[config.mk]
export PLATFORM = sky130hd
export DESIGN_NAME = button_debouncer
export DESIGN_NICKNAME = d
export VERILOG_FILES = /design/src/rtl/button_debouncer_pkg.sv /design/src/rtl/button_debouncer_sync_chain.sv /design/src/rtl/button_debouncer.sv
export SDC_FILE = /design/constraint.sdc
export NUM_CORES = 1
export LEC_CHECK = 0
export ABC_AREA = 1
export CAP_MARGIN = 20
export CORE_MARGIN = 1
export CORE_UTILIZATION = 30
export DETAILED_ROUTE_END_ITERATION = 10
export SLEW_MARGIN = 20
export SYNTH_ARGS = -nofsm -noshare
export SYNTH_HDL_FRONTEND = slang
export SYNTH_SLANG_ARGS = --single-unit
[constraint.sdc]
create_clock -name clk -period 0.93 [get_ports clk]
set_input_delay 0.186 -clock clk [delete_from_list [all_inputs] [get_ports clk]]
set_output_delay 0.186 -clock clk [all_outputs]
set_load 0.02 [all_outputs]
[src/rtl/button_debouncer_pkg.sv]
// Shared definitions for the push-button debouncer: FSM state encoding
// and default parameter values.
package button_debouncer_pkg;

    // Default parameter values
    localparam int DEF_SYNC_STAGES   = 2;
    localparam int DEF_STABLE_CYCLES = 4;
    localparam int DEF_CNT_W         = 3;

    // Debouncer FSM states. The encoding is fixed so the state is readable in waveforms.
    // States with a 1 in bit 1 (HIGH, CHK_LO) are the ones where the accepted level is 1.
    typedef enum logic [1:0] {
        S_LOW    = 2'd0,
        S_CHK_HI = 2'd1,
        S_HIGH   = 2'd2,
        S_CHK_LO = 2'd3
    } db_state_e;

endpackage

[src/rtl/button_debouncer_sync_chain.sv]
// Multi-flop synchronizer for one asynchronous input bit. It resets to 0
// and can be reused for any other async input that needs the same treatment.
module sync_chain #(
    parameter int STAGES = 2            // flop depth, must be >= 2
) (
    input  logic clk,
    input  logic rst,
    input  logic d,
    output logic q
);

    logic [STAGES-1:0] q_q;

    // Shift the raw input through the chain. Only stage 0 can go metastable.
    always_ff @(posedge clk or posedge rst) begin
        if (rst) q_q <= '0;
        else     q_q <= {q_q[STAGES-2:0], d};
    end

    assign q = q_q[STAGES-1];

endmodule

[src/rtl/button_debouncer.sv]
// Push-button debouncer. It synchronizes the raw button, then qualifies
// every level change with STABLE_CYCLES consecutive equal samples before
// it accepts the change. It drives a clean level plus one-cycle rise and
// fall strobes. Every output comes straight from a flop.
module button_debouncer
    import button_debouncer_pkg::*;
#(
    parameter int SYNC_STAGES   = DEF_SYNC_STAGES,    // >= 2
    parameter int STABLE_CYCLES = DEF_STABLE_CYCLES,  // >= 2
    parameter int CNT_W         = DEF_CNT_W           // 2**CNT_W > STABLE_CYCLES
) (
    input  logic clk,
    input  logic rst,
    input  logic btn_raw,
    output logic b,
    output logic b_rise,
    output logic b_fall
);

    // The last sample of a qualification run is the one taken when the count
    // has reached STABLE_CYCLES-1. The count is therefore always below STABLE_CYCLES.
    localparam logic [CNT_W-1:0] CNT_LAST = CNT_W'(STABLE_CYCLES - 1);
    localparam logic [CNT_W-1:0] CNT_ONE  = CNT_W'(1);

    logic            s;
    db_state_e       state_q;
    logic [CNT_W-1:0] cnt_q;
    logic            b_q;
    logic            rise_q;
    logic            fall_q;

    sync_chain #(
        .STAGES (SYNC_STAGES)
    ) u_sync (
        .clk (clk),
        .rst (rst),
        .d   (btn_raw),
        .q   (s)
    );

    // Qualification FSM. The level register and the strobe registers are
    // updated on the same edge that accepts a change. A reversion during a
    // check drops back to the settled state with no partial credit.
    always_ff @(posedge clk or posedge rst) begin
        if (rst) begin
            state_q <= S_LOW;
            cnt_q   <= '0;
            b_q     <= 1'b0;
            rise_q  <= 1'b0;
            fall_q  <= 1'b0;
        end else begin
            rise_q <= 1'b0;
            fall_q <= 1'b0;
            case (state_q)
                S_LOW: begin
                    if (s) begin
                        state_q <= S_CHK_HI;
                        cnt_q   <= CNT_ONE;
                    end else begin
                        cnt_q   <= '0;
                    end
                end
                S_CHK_HI: begin
                    if (!s) begin
                        state_q <= S_LOW;
                        cnt_q   <= '0;
                    end else if (cnt_q == CNT_LAST) begin
                        state_q <= S_HIGH;
                        cnt_q   <= '0;
                        b_q     <= 1'b1;
                        rise_q  <= 1'b1;
                    end else begin
                        cnt_q   <= cnt_q + CNT_ONE;
                    end
                end
                S_HIGH: begin
                    if (!s) begin
                        state_q <= S_CHK_LO;
                        cnt_q   <= CNT_ONE;
                    end else begin
                        cnt_q   <= '0;
                    end
                end
                S_CHK_LO: begin
                    if (s) begin
                        state_q <= S_HIGH;
                        cnt_q   <= '0;
                    end else if (cnt_q == CNT_LAST) begin
                        state_q <= S_LOW;
                        cnt_q   <= '0;
                        b_q     <= 1'b0;
                        fall_q  <= 1'b1;
                    end else begin
                        cnt_q   <= cnt_q + CNT_ONE;
                    end
                end
                default: begin
                    state_q <= S_LOW;
                    cnt_q   <= '0;
                    b_q     <= 1'b0;
                end
            endcase
        end
    end

    assign b      = b_q;
    assign b_rise = rise_q;
    assign b_fall = fall_q;

endmodule
==> results of run 1 <==
cell type report:
class | count | area [sq um]
multi-input cells | 22 | 136
fillers | 117 | 623
repair buffers | 7 | 75.1
inverters | 12 | 47.5
well taps | 14 | 17.5
flip-flops and latches | 10 | 250
clock buffers | 4 | 36.3
metal layers:
layer	up-vias	global-route usage
met5	-	0
met4	0	0.0776
met3	2	0.0694
met2	5	0.150
met1	134	0.123
li1	151	-
worst max-delay path by stage:
stage,slack [ns],depth (start not counted),end
final,-0.05,6,b
after global routing,-0.11,6,b
after CTS,-0.05,1,b
after detailed placement,-0.18,1,b
after global placement,-0.17,1,b
after floorplan,0.0003,6,b
stage by stage:
| stage | power [mW] | instance area [sq um] | hold WS, ns | utilization | setup slack [ns] |
|---|---|---|---|---|---|
| after floorplan | 0.809 | 414 | 0.0262 | - | 0.000348 |
| after global placement | 0.913 | 502 | 0.333 | 0.423 | -0.172 |
| after detailed placement | 0.921 | 502 | 0.337 | 0.423 | -0.176 |
| after CTS | 1.33 | 561 | 0.222 | 0.473 | -0.0522 |
| after global routing | 1.42 | 563 | 0.235 | 0.475 | -0.114 |
| final | 1.32 | 563 | 0.224 | 0.475 | -0.0483 |
timing repair:
action | CTS | global route
endpoints found under the hold margin | 0 | 0
gates cloned | 0 | 0
pin swaps | 3 | 0
setup endpoints to repair | 8 | 11
resized for setup | 19 | 1
setup buffers | 1 | 0
cells by family (layout without fill, tap and decap cells):
group	after synthesis	count (layout)	synth area share
flops	10	10	0.608
fa+ha+maj	1	1	0.0304
compound gates	1	1	0.0121
simple gates	20	20	0.240
buf+inv	12	23	0.109
synthesized netlist by cell type:
master	count	share of area
o21ai_0	1	0.012
inv_2	1	0.0091
ha_1	1	0.030
dfrtp_1	10	0.61
nor2_1	3	0.027
inv_1	11	0.10
nand2_1	10	0.091
nand3_2	1	0.024
nor2_2	1	0.015
nand4_1	1	0.015
nand3_1	2	0.024
nand2_2	1	0.015
nor2_4	1	0.027
sequential cells by signal, summed over array words and instances, names as in the netlist, named ones only:
| signal | cells |
|---|---|
| cnt_q | 3 |
| state_q | 1 |
| b_rise | 1 |
| u_sync.q_q | 2 |
| b_fall | 1 |
| b | 1 |
worst max-delay path: stages (launching register included):
cell and delay (ns):
dfrtp_1 0.38, ha_4 0.16, inv_4 0.04, nor2_4 0.10, nand3_2 0.08, nand2_1 0.07
nand2_1 0.04
where the power goes:
group | internal [mW] | switching, mW
Clock | 0.237 | 0.139
Sequential | 0.529 | 0.0874
Combinational | 0.143 | 0.186
Total | 0.909 | 0.412
==> results by group, run 1 <==
Layout
  – Post-route insts no fill: 69
  – Layout cells sized above 1: 0.327
  – Commonest cells after routing, fill and taps aside: 10 x inv_1, 10 x dfrtp_1, 9 x nand2_1
  – Area growth syn-to-layout: 36.8%
  – Ant. Diodes: 0
  – Layout Nets: 60

Floorplan
  – FP Rows: 12
  – Die area: 1520 sq um
  – Die height: a little under 40 microns
  – Core area: about 1200 sq um
  – # IOs: 6
  – Initial core utilization: 0.347
  – Die W: between 30 and 40 microns

Clock tree
  – CTS tree: yes
  – Clock transition at path regs: around 0.06 ns
  – Clock sink total: 10
  – TritonCTS Buffers: 3
  – H-tree level count: 1
  – CTS root buf: clkbuf_4
  – Clk buf depth: 2
  – Later-pin clock latency in the skew report: ~0.26 ns
  – Hold_buf cts: 0

Drt
  – Metal2 WL: 257 microns
  – DR top layer: met4
  – Antenna viol nets, final: 0
  – Vias: about 290
  – DR WL met3: 25 microns
  – Aggregate routed wire length: a little under 600 microns
  – Vias per cell: between 4 and 5
  – Number of DRC markers in iteration 0: 4
  – M1 wire length: 294 microns
  – TritonRoute pass-1 iters: 3
  – WL/cell: 8.51 microns
  – DR DRC count: 0

Synthesis
  – Mapped Cells: 44
  – Post-synthesis sequential area ratio: 0.608
  – Synthesized cell area: just over 400 sq um
  – Number of synthesis warnings: 0
  – Yosys reg bits: 10
  – Post-synth cell types: 13
  – Synthesized area per cell: slightly above 9 sq um
  – Synth Net Count: 48

Placement
  – Dpl hpwl: 456 microns
  – Port bufs: 5
  – Final GP Congestion: between 0.7 and 0.8
  – Placed insts: 64

STA
  – Worst slew pin tran: between 0.2 and 0.25 ns
  – # setup viols final: 7
  – Post-layout min period: between 0.9 and 1 ns
  – Final hold viol count: 0
  – Clock skew: between 0.002 and 0.0025 ns
  – Slew Limit Fails: 0
  – Final WS setup: -0.0483 ns
  – Unrepaired setup endpoints after global routing: true
  – Tcrit/Tclk final: 1.05
  – Achievable Freq: between 1 and 1.5 GHz
  – Setup TNS: -0.210 ns
  – Slew Limit Headroom: 0.857

Pwr
  – Pleak: just over 0.3 nW
  – Max rail drop VDD: about 1.3 mV
  – PD cells: approximately 2300 nW/um^2

Status
  – Status: finished with violations
  – Failing checks: setup timing

Worst setup path
  – CP Launch Type: flop
  – Reg2Reg Capture Point: b
  – Worst Path Required: around 1.1 ns
  – FF-to-FF Start: cnt_q[0]
  – CP startpoint: cnt_q[0]
  – Critical path fanouts, max: 3
  – Crit path arrival time: ~1.1 ns
  – FF-to-FF setup slack: -0.05 ns
  – FF-to-FF path depth: 6
  – Kind of critical path: flop to flop
  – Worst Setup End Kind: flop

Flow run
  – MaxCap Viol Count: 0

GRT
  – GRT Residual Overflow: 0
  – Global-route wire length before repair: approximately 1 mm
  – All-Layer GR Usage: 0.110
  – Vias in the first global route: ~240
  – Initial antenna violation count: 0
  – Largest net degree at the start of global routing: 11

Hold path
  – Type of the worst min-delay path: input pin to asynchronous set/reset pin
Note: power is estimated with default switching activity, not from simulation.
==> run 2: changes to the inputs <==
- CELL_PAD_IN_SITES_DETAIL_PLACEMENT: unset -> 1
- CELL_PAD_IN_SITES_GLOBAL_PLACEMENT: unset -> 2
- CORE_UTILIZATION: 30 -> 26
- PLACE_DENSITY_LB_ADDON: unset -> 0.1
- TNS_END_PERCENT: unset -> 5
==> run 2 against run 1 <==
  * The run still ends with setup timing left
  * Core utilization shrank 8.5 points
  * Flip-flop and latch count is the same
  * Routed wire length grew 45%
  * Non-clock buffer count is the same
  * Die area grew 15%
  * Sequential share of layout area grew 2.0 points
  * Hold slack lost 0.021 ns
  * Sequential power is essentially flat
  * Highest routed layer is now met3
==> results by group, run 2 (synthesis results as in run 1) <==
STA
  – Slew Limit Fails: 0 (unchanged)
  – Slew Limit Headroom: 0.749 (-0.108)
  – Worst slew pin tran: 0.377 ns (+0.162 ns)
  – Setup TNS: -0.373 ns (-0.163 ns)
  – Final WS setup: -0.0697 ns (-0.0214 ns)
  – Tcrit/Tclk final: 1.07 (+0.0230)
  – Final hold viol count: 0 (unchanged)
  – Achievable Freq: 1.00 GHz (-2.1%)
  – Clock skew: 0.00488 ns (+0.00259 ns)
  – Unrepaired setup endpoints after global routing: true
  – Post-layout min period: 1.00 ns (+0.0214 ns)
  – # setup viols final: 8 (+1)

Floorplan
  – FP Rows: 13 (+1)
  – Die W: 41.8 microns (+7.0%)
  – # IOs: 6 (unchanged)
  – Core area: 1380 sq um (+17%)
  – Initial core utilization: 0.298 (-0.0493)
  – Die height: 41.8 microns (+7.0%)
  – Die area: 1750 sq um (+15%)

Worst setup path
  – Reg2Reg Capture Point: b
  – FF-to-FF Start: cnt_q[0]
  – CP startpoint: cnt_q[0]
  – Worst setup path endpoint: b
  – Critical path fanouts, max: 3 (unchanged)
  – Worst Path Required: 1.09 ns (about the same)
  – Worst Setup End Kind: flop
  – CP Launch Type: flop
  – FF-to-FF setup slack: -0.07 ns (-0.02 ns)
  – Kind of critical path: flop to flop
  – FF-to-FF path depth: 6 (unchanged)
  – Crit path arrival time: 1.16 ns (+0.03 ns)

Clock tree
  – Clock transition at path regs: 0.07 ns (about the same)
  – Hold_buf cts: 0 (unchanged)
  – CTS tree: yes
  – TritonCTS Buffers: 3 (unchanged)
  – Clk buf depth: 2 (unchanged)
  – Clock sink total: 10 (unchanged)
  – Later-pin clock latency in the skew report: 0.26 ns (about the same)
  – H-tree level count: 1 (unchanged)
  – CTS root buf: clkbuf_4

Drt
  – Number of DRC markers in iteration 0: 3 (-1)
  – WL/cell: 12.2 microns (+43%)
  – Antenna viol nets, final: 0 (unchanged)
  – Vias: 297 (+1.7%)
  – TritonRoute pass-1 iters: 4 (+1)
  – DR DRC count: 0 (unchanged)
  – Aggregate routed wire length: 853 microns (+45%)
  – Vias per cell: 4.24 (+0.26%)

Flow run
  – MaxCap Viol Count: 0 (unchanged)

GRT
  – Largest net degree at the start of global routing: 11 (unchanged)
  – Vias in the first global route: 358 (+47%)
  – All-Layer GR Usage: 0.119 (+0.00892)
  – Initial antenna violation count: 0 (unchanged)
  – GRT Residual Overflow: 0 (unchanged)
  – Global-route wire length before repair: 1.52 mm (+52%)

Pwr
  – PD cells: 2600 nW/um^2 (+11%)
  – Max rail drop VDD: 0.995 mV (-26%)
  – Pleak: 0.301 nW (-1.9%)

Placement
  – Port bufs: 5 (unchanged)
  – Dpl hpwl: 673 microns (+48%)
  – Final GP Congestion: 0.665 (-5.3%)
  – Placed instance area: 490 sq um (-2.2%)

Layout
  – Core Util, Final: 0.390 (-0.0846)
  – Ant. Diodes: 0 (unchanged)
  – Area growth syn-to-layout: 31.0%
  – Fin area: 539 sq um (-4.2%)
  – Commonest non-fill, non-tap cell in the layout: dfrtp_1
  – Top Registers: cnt_q (3), u_sync.q_q (2)
  – Layout cells sized above 1: 0.364 (+0.0364)
  – Layout Nets: 60 (unchanged)
  – Commonest cells after routing, fill and taps aside: 10 x dfrtp_1, 9 x inv_1, 8 x nand2_1
  – Max reg flops: 3 (unchanged)
  – Biggest register: cnt_q

Status
  – Status: finished with violations
  – Failing checks: setup timing

Hold path
  – Type of the worst min-delay path: input pin to asynchronous set/reset pin
run 2: power by group:
group	internal [mW]	switching [mW]	total, mW
Combinational	0.175	0.227	0.402
Sequential	0.529	0.0844	0.613
Clock	0.238	0.149	0.387
run 2: layout make-up:
| class | count | area [sq um] |
|---|---|---|
| Fill cell | 159 | 843 |
| Sequential cell | 10 | 250 |
| Multi-Input combinational cell | 22 | 136 |
| Timing Repair Buffer | 7 | 50.0 |
| Inverter | 12 | 47.5 |
| Clock buffer | 4 | 36.3 |
| Tap cell | 15 | 18.8 |
run 2: worst max-delay path, cell delays in order, from the launching register on:
cell and delay (ns):
dfrtp_1 0.39, ha_4 0.17, inv_4 0.04, nor2_4 0.09, nand3_2 0.08, nand2_1 0.08, nand2_1 0.05
run 2: metrics by stage:
stage	worst slack, ns	hold WS, ns	power (mW)	std cells
5_1_grt	-0.142	0.239	1.51	70
2_1_floorplan	0.000348	0.0262	0.809	44
3_3_place_gp	-0.180	0.336	0.926	65
4_1_cts	-0.0889	0.223	1.41	70
3_5_place_dp	-0.190	0.340	0.959	65
6_report	-0.0697	0.204	1.40	70
run 2: routing by layer:
metal | wire (microns) | global-route usage | vias up
li1 | - | - | 149
met1 | 357 | 0.134 | 145
met2 | 474 | 0.191 | 3
met3 | 20 | 0.0391 | 0
met4 | 0 | 0.0774 | 0
met5 | 0 | 0 | -
run 2: worst min-delay path by stage:
stage,cells after the start,start,end,slack [ns]
after floorplan,1,rst,asynchronous set/reset pin,0.03
after global placement,0,u_sync.q_q[0],u_sync.q_q[1],0.34
after detailed placement,0,u_sync.q_q[0],u_sync.q_q[1],0.34
after CTS,2,rst,b_rise,0.22
after global routing,2,rst,b_fall,0.24
final,2,rst,b_fall,0.20
run 2: what timing repair did:
action                     CTS  global route
pin swaps                    2             0
setup endpoints to repair   10            11
resized for setup           15             4
setup buffers                1             0
==> run 3: changes to the inputs <==
- PLACE_DENSITY: unset -> 0.64
- PLACE_DENSITY_LB_ADDON: 0.1 -> unset
==> run 3 against run 2 <==
  * The run still ends with setup timing left
  * Sequential power shrank 0.8%
  * Critical path depth stayed put
  * Global-route usage is 0.41 points lower
  * Power down 3.9%
  * Register-to-register slack got worse by 0.02 ns
  * Die area did not move
  * Critical endpoint unchanged
  * Combinational power fell by 10%
  * Core utilization decreased by 0.91 points
  * Flip-flop and latch count stayed put
  * Largest power group unchanged
==> results by group, run 3 (synthesis results as in run 1) <==
Status
  – Status: finished with violations
  – Failing checks: setup timing

Drt
  – TritonRoute pass-1 iters: 3 (-1)
  – Antenna viol nets, final: 0 (unchanged)
  – DR DRC count: 0 (unchanged)
  – Aggregate routed wire length: 832 microns (-2.5%)
  – Number of DRC markers in iteration 0: 2 (-1)
  – WL/cell: 12.1 microns (-1.0%)
  – Vias per cell: 4.49 (+5.9%)
  – Vias: 310 (+4.4%)

Floorplan
  – Die W: 41.8 microns (unchanged)
  – Core area: 1380 sq um (unchanged)
  – FP Rows: 13 (unchanged)
  – # IOs: 6 (unchanged)
  – Die height: 41.8 microns (unchanged)
  – Die area: 1750 sq um (unchanged)
  – Initial core utilization: 0.298 (unchanged)

STA
  – Final WS setup: -0.0916 ns (-0.0219 ns)
  – Tcrit/Tclk final: 1.10 (+0.0235)
  – Slew Limit Fails: 0 (unchanged)
  – Unrepaired setup endpoints after global routing: true
  – Post-layout min period: 1.02 ns (+0.0219 ns)
  – Worst slew pin tran: 0.380 ns (+0.00364 ns)
  – Clock skew: 0.00242 ns (-0.00246 ns)
  – Slew Limit Headroom: 0.746 (-0.00243)
  – # setup viols final: 9 (+1)
  – Final hold viol count: 0 (unchanged)
  – Achievable Freq: 0.979 GHz (-2.1%)

Layout
  – Max reg flops: 3 (unchanged)
  – Core Util, Final: 0.381 (-0.00905)
  – Biggest register: cnt_q
  – Commonest cells after routing, fill and taps aside: 10 x inv_1, 10 x dfrtp_1, 9 x nand2_1
  – Layout cells sized above 1: 0.315 (-0.0488)
  – Area growth syn-to-layout: 28.0%
  – Top Registers: cnt_q (3), u_sync.q_q (2)
  – Layout Nets: 59 (-1.7%)
  – Ant. Diodes: 0 (unchanged)

GRT
  – Initial antenna violation count: 0 (unchanged)
  – Largest net degree at the start of global routing: 11 (unchanged)
  – Vias in the first global route: 327 (-8.7%)
  – GRT Residual Overflow: 0 (unchanged)
  – All-Layer GR Usage: 0.115 (-0.00405)
  – Global-route wire length before repair: 1.46 mm (-4.1%)

Clock tree
  – Clock transition at path regs: 0.06 ns (about the same)
  – Clk buf depth: 2 (unchanged)
  – Setup bufs post-CTS: 0 (-1)
  – H-tree level count: 1 (unchanged)
  – CTS tree: yes
  – CTS root buf: clkbuf_4
  – Later-pin clock latency in the skew report: 0.26 ns (about the same)
  – TritonCTS Buffers: 3 (unchanged)
  – Clock sink total: 10 (unchanged)
  – Hold_buf cts: 0 (unchanged)

Pwr
  – PD cells: 2560 nW/um^2 (-1.6%)
  – Pleak: 0.296 nW (-1.8%)
  – Overall Power: 1.35 mW (-3.9%)
  – Max rail drop VDD: 1.01 mV (+1.0%)

Placement
  – Final GP Congestion: 0.704 (+5.9%)
  – Post-Place Worst Slack: -0.214 ns (-0.0232 ns)
  – Dpl hpwl: 695 microns (+3.1%)
  – Port bufs: 5 (unchanged)

Worst setup path
  – Worst Path Required: 1.08 ns (about the same)
  – CP Launch Type: flop
  – Kind of critical path: flop to flop
  – Worst Setup End Kind: flop
  – Crit path arrival time: 1.17 ns (about the same)
  – Critical path fanouts, max: 3 (unchanged)

Hold path
  – Type of the worst min-delay path: input pin to asynchronous set/reset pin

Flow run
  – MaxCap Viol Count: 0 (unchanged)
run 3: changes by cell type in the layout (fill, tap and decap cells not counted), sizes merged:
cell,delta
buf,-1
run 3: report_power, final:
part	internal, mW	switching, mW	total [mW]
clock network	0.237	0.143	0.380
logic	0.144	0.216	0.360
registers	0.529	0.0794	0.608
run 3: routing by layer:
metal / global-route usage / share of wire
met2: 0.172 / 0.53
met1: 0.125 / 0.40
met5: 0 / 0
met3: 0.0522 / 0.044
met4: 0.0903 / 0.025
run 3: through the flow:
| step | setup TNS (ns) | instances | area, sq um | hold WS [ns] |
|---|---|---|---|---|
| 2_1_floorplan | 0 | 44 | 414 | 0.0262 |
| 3_5_place_dp | -0.935 | 65 | 490 | 0.359 |
| 5_1_grt | -0.890 | 69 | 527 | 0.256 |
| 4_1_cts | -0.434 | 69 | 524 | 0.220 |
| 6_report | -0.387 | 69 | 527 | 0.211 |
| 3_3_place_gp | -0.683 | 65 | 490 | 0.336 |
run 3: worst max-delay path, stage by stage (launching register included):
cell,delay (ns)
dfrtp_1,0.39
ha_4,0.16
inv_2,0.05
nor2_4,0.10
nand3_2,0.10
nand2_1,0.07
nand2_1,0.04
run 3: worst paths after layout:
check                           depth (start not counted)  slack, ns          start       endpoint
max in group asynchronous                               2       0.45            rst  u_sync.q_q[0]
worst max-delay path                                    6      -0.09       cnt_q[0]              b
min in group clk                                        1       0.36        btn_raw  u_sync.q_q[0]
worst max register to register                          6      -0.09       cnt_q[0]              b
worst min-delay path                                    2       0.21            rst       cnt_q[1]
worst min register to register                          0       0.37  u_sync.q_q[0]  u_sync.q_q[1]
run 3: repair_timing:
action	in CTS	in global routing
resized for setup	15	1
setup endpoints to repair	10	11
pin swaps	2	0
run 3: layout make-up:
| class | instances | area, sq um |
|---|---|---|
| flip-flops and latches | 10 | 250 |
| multi-input cells | 22 | 134 |
| inverters | 12 | 45.0 |
| clock buffers | 4 | 36.3 |
| fillers | 158 | 856 |
| repair buffers | 6 | 42.5 |
| well taps | 15 | 18.8 |
